==> src/rtl/counter_arb_pkg.sv <==
// Shared definitions for the interval-counter arbiter: FSM state encoding
// and default sizing.
package counter_arb_pkg;

  localparam int DEF_N_REQ = 4;
  localparam int DEF_WIDTH = 4;

  typedef enum logic [1:0] {
    IDLE  = 2'd0,
    COUNT = 2'd1,
    DONE  = 2'd2
  } state_t;

endpackage

==> src/rtl/counter_interval_arbiter_rr_arbiter.sv <==
// Combinational round-robin picker: first set request searching upward
// from ptr, wrapping past the top index back to 0.
module rr_arbiter #(
  parameter int N_REQ = 4,
  parameter int IDXW  = 2
) (
  input  logic [N_REQ-1:0] req,
  input  logic [IDXW-1:0]  ptr,
  output logic [N_REQ-1:0] onehot,
  output logic [IDXW-1:0]  idx,
  output logic             valid
);

  // cand_idx[k] is the requester index examined k-th, i.e. (ptr + k) mod N_REQ
  logic [IDXW-1:0] cand_idx [N_REQ];

  generate
    for (genvar gi = 0; gi < N_REQ; gi++) begin : g_cand
      logic [IDXW:0] sum;
      assign sum = {1'b0, ptr} + (IDXW+1)'(gi);
      assign cand_idx[gi] = (sum >= (IDXW+1)'(N_REQ)) ?
                            IDXW'(sum - (IDXW+1)'(N_REQ)) : sum[IDXW-1:0];
    end
  endgenerate

  // Scan from the farthest candidate down so the nearest one to ptr wins
  always_comb begin
    idx    = '0;
    valid  = 1'b0;
    onehot = '0;
    for (int k = N_REQ - 1; k >= 0; k--) begin
      if (req[cand_idx[k]]) begin
        idx   = cand_idx[k];
        valid = 1'b1;
      end
    end
    if (valid) onehot[idx] = 1'b1;
  end

endmodule

==> src/rtl/counter_interval_arbiter.sv <==
// One shared up-counter time-multiplexed between N_REQ requesters. A
// round-robin pick in IDLE hands the counter to one owner, which counts
// from 0 up to its latched length and then gets a one-cycle done pulse.
module counter_interval_arbiter
  import counter_arb_pkg::*;
#(
  parameter int N_REQ = DEF_N_REQ,
  parameter int WIDTH = DEF_WIDTH
) (
  input  logic                   clk,
  input  logic                   reset,
  input  logic [N_REQ-1:0]       req,
  input  logic [N_REQ*WIDTH-1:0] len,
  output logic [N_REQ-1:0]       grant,
  output logic [N_REQ-1:0]       done,
  output logic                   busy,
  output logic [WIDTH-1:0]       q
);

  localparam int IDXW = $clog2(N_REQ);

  state_t             state_reg;
  logic [N_REQ-1:0]   grant_reg;
  logic [N_REQ-1:0]   done_reg;
  logic               busy_reg;
  logic [WIDTH-1:0]   q_reg;
  logic [WIDTH-1:0]   target_reg;
  logic [IDXW-1:0]    ptr_reg;
  logic [IDXW-1:0]    owner_reg;

  logic [N_REQ-1:0]   win_onehot;
  logic [IDXW-1:0]    win_idx;
  logic               win_valid;

  rr_arbiter #(
    .N_REQ (N_REQ),
    .IDXW  (IDXW)
  ) u_rr (
    .req    (req),
    .ptr    (ptr_reg),
    .onehot (win_onehot),
    .idx    (win_idx),
    .valid  (win_valid)
  );

  // Arbitration, counting and completion FSM; every output is a register
  always_ff @(posedge clk) begin
    if (!reset) begin
      state_reg  <= IDLE;
      grant_reg  <= '0;
      done_reg   <= '0;
      busy_reg   <= 1'b0;
      q_reg      <= '0;
      target_reg <= '0;
      ptr_reg    <= '0;
      owner_reg  <= '0;
    end else begin
      case (state_reg)
        IDLE: begin
          done_reg <= '0;
          q_reg    <= '0;
          if (win_valid) begin
            state_reg  <= COUNT;
            grant_reg  <= win_onehot;
            busy_reg   <= 1'b1;
            target_reg <= len[win_idx*WIDTH +: WIDTH];
            owner_reg  <= win_idx;
            // Winner drops to lowest priority for the next round
            ptr_reg    <= (win_idx == IDXW'(N_REQ - 1)) ? '0 : win_idx + 1'b1;
          end else begin
            grant_reg <= '0;
            busy_reg  <= 1'b0;
          end
        end
        COUNT: begin
          // Abort takes precedence over reaching the target
          if (!req[owner_reg]) begin
            state_reg <= IDLE;
            grant_reg <= '0;
            busy_reg  <= 1'b0;
            q_reg     <= '0;
          end else if (q_reg == target_reg) begin
            state_reg <= DONE;
            done_reg  <= grant_reg;
          end else begin
            q_reg <= q_reg + 1'b1;
          end
        end
        DONE: begin
          state_reg <= IDLE;
          grant_reg <= '0;
          done_reg  <= '0;
          busy_reg  <= 1'b0;
          q_reg     <= '0;
        end
        default: begin
          state_reg <= IDLE;
          grant_reg <= '0;
          done_reg  <= '0;
          busy_reg  <= 1'b0;
          q_reg     <= '0;
        end
      endcase
    end
  end

  assign grant = grant_reg;
  assign done  = done_reg;
  assign busy  = busy_reg;
  assign q     = q_reg;

endmodule

==> config.mk <==
export PLATFORM = sky130hd
export DESIGN_NAME = counter_interval_arbiter
export DESIGN_NICKNAME = d
export VERILOG_FILES = /design/src/rtl/counter_arb_pkg.sv /design/src/rtl/counter_interval_arbiter_rr_arbiter.sv /design/src/rtl/counter_interval_arbiter.sv
export SDC_FILE = /design/constraint.sdc
export NUM_CORES = 1
export LEC_CHECK = 0
export CAP_MARGIN = 20
export CORE_UTILIZATION = 42
export CTS_CLUSTER_SIZE = 16
export DETAILED_ROUTE_END_ITERATION = 12
export PLACE_DENSITY = 0.74
export SKIP_CTS_REPAIR_TIMING = 1
export SLEW_MARGIN = 20
export SYNTH_ARGS = -nofsm -noshare
export SYNTH_HDL_FRONTEND = slang
export SYNTH_HIERARCHICAL = 1
export SYNTH_SLANG_ARGS = --single-unit
==> constraint.sdc <==
create_clock -name clk -period 2 [get_ports clk]
set_clock_uncertainty 0.2 [all_clocks]
set_input_delay 0.2 -clock clk [delete_from_list [all_inputs] [get_ports clk]]
set_output_delay 0.2 -clock clk [all_outputs]
set_load 0.03 [all_outputs]
==> results of run 1 <==
layout make-up:
class                      count  share of cell area
timing repair buffer          50               0.266
sequential                    23               0.268
clock buffer                   4              0.0152
inverter                       5              0.0109
tap                           31              0.0224
multi-input combinational    101               0.418
power breakdown:
part           switching (mW)  internal [mW]  leakage, nW
Sequential             0.0459          0.519        0.189
Clock                   0.132         0.0778       0.0150
Combinational           0.282          0.303        0.516
kinds of logic (layout without fill, tap and decap cells):
logic type | count (synthesis) | after routing | synth area share
buffers and inverters | 12 | 59 | 0.0550
DFF | 23 | 23 | 0.368
xor gates and xnor gates | 5 | 5 | 0.0350
AOI/OAI and AO/OA | 35 | 35 | 0.198
adders and majority gates | 2 | 2 | 0.0200
and+or+nand+nor | 48 | 48 | 0.185
muxes | 11 | 11 | 0.138
per-stage QoR:
stage | worst slack, ps | area (µm²) | utilization
after floorplan | 15.0 | 1250 | -
after global placement | -185 | 1700 | 0.611
final | 76.0 | 1730 | 0.622
after CTS | 52.6 | 1730 | 0.621
after detailed placement | -251 | 1700 | 0.611
after global routing | -52.8 | 1730 | 0.622
synthesized netlist by cell type, types with 2 or more instances:
cell type	instances
mux2i_1	6
inv_1	5
xor2_1	5
dfxtp_1	23
buf_6	2
o21ai_0	4
mux4_2	5
nor2_2	2
a22o_1	5
a21oi_1	6
buf_4	2
o21ai_1	2
or3_1	3
and2_1	3
nor2_1	8
ha_1	2
a21boi_0	9
o221a_2	2
nand2_1	27
cell usage in the layout, fill, tap and decap left out, types with 6 or more instances in the layout:
master / n
buf_4: 16
mux2i_1: 6
nand2_1: 27
nor2_1: 8
a21oi_1: 6
clkdlybuf4s50_1: 34
dfxtp_1: 21
worst max-delay path: stages, from the launching register on:
cell	delay [ps]
dfxtp_2	370
mux2i_1	180
o22ai_1	110
a31oi_1	140
buf_4	190
mux4_2	500
nand2_1	80
a21boi_1	50
worst paths after layout:
check,slack [ps],start,endpoint,depth (start not counted)
min reg2reg,270,busy,busy,1
max reg2reg,80,ptr_reg[1],target_reg[2],7
max,80,ptr_reg[1],target_reg[2],7
min,270,busy,busy,1
per-layer routing:
| layer | vias to the layer above | part of all wire | global-route usage |
|---|---|---|---|
| met2 | 32 | 0.52 | 0.329 |
| met5 | - | 0 | 0 |
| li1 | 573 | - | - |
| met1 | 495 | 0.43 | 0.193 |
| met3 | 2 | 0.042 | 0.0276 |
| met4 | 0 | 0.0052 | 0.0627 |
==> run metrics, run 1 <==
status=completed; IR Drop Worst-Case VDD=0.000483 V; fillers=263; RSZ-0062 raised after global routing=true; total number of vias=1102; Final Max Slew Viols=0; Synth Instances=136; part of the Yosys area used for sequential elements=0.368; initial antenna violation count=0; vias per cell=5.15; WL final=2510 µm; Initial DRC Count=18; Routed WL per cell=11.7 µm; CTS Buf Count=3; final hold vios=0; ANT cells=0; largest net degree at the start of global routing=13; flop and latch count out of synthesis=23; Syn Nets=160; Post-synth EDFFs=0; Multi-input gate area=722 µm²; clk root buf=clkbuf_4; Overall Global Routing Usage=0.174; Die Ht=56.6 µm; Worst Hold Slack=266 ps; top cell type's share of synthesized area=0.368; pwr/cell area=786 nW/µm²; first-pass GRT wire length=4420 µm; Synth Cell Area=1250 µm²; Final TNS setup=0 ps; hold crit path type=reg -> reg; final instance count without filler cells=214; library cells used by synthesis=34; Worst-path clk slew=120 ps; clk sinks=23; worst skew pair latency=300 ps; post-synth top area cell=dfxtp_1; Die X=56.6 µm; Slew headroom=0.769; share of cells above drive strength 1=0.180; vias in the first global route=1090; cell count after placement=210; Core ar.=2780 µm²; GRT overflow=0; drt pass-1 iters=4; Power, Total=1.36 mW; io pins=35; CP Class=reg -> reg; Worst EP required=2010 ps; Die ar.=3200 µm²; maxcap violations=0; I/O Buffers=34; DR DRC count=0; Leak=0.720 nW; Final Cycle Share=0.962; CP max FO=7; final setup violating endpoints=0; crit path time final=1920 ps; # rows=19; Synth Flop Type=dfxtp_1; clk buf depth=2; actual slew at the worst max-slew pin=345 ps; Critical Path AT=1940 ps; Sequential Area=463 µm²; final net count=208; Initial Util=0.449; Final ANT Viol Nets=0; type of origin of the critical path=flop; routability cong.=0.791; H-tree depth=1; YS warnings=6; Final HPWL DP=2110 µm; Syn-to-layout area delta=38.3%; Max Clk Rate=0.520 GHz; TritonCTS clock tree=yes; Synth async-reset ratio=0; synth top area cells=dfxtp_1, mux4_2, nand2_1; CP endpoint kind=flop; Syn Area/Cell=9.19 µm²
Note: power is estimated with default switching activity, not from simulation.
==> inputs of run 2 (changes only) <==
--- a/config.mk
+++ b/config.mk
@@ -7,6 +7,7 @@
 export LEC_CHECK = 0
 export CAP_MARGIN = 20
 export CORE_UTILIZATION = 42
+export CTS_CLUSTER_DIAMETER = 80
 export CTS_CLUSTER_SIZE = 16
 export DETAILED_ROUTE_END_ITERATION = 12
 export PLACE_DENSITY = 0.74
==> results of run 2 <==
Final layout, timing and power as in run 1 (identical DEF).
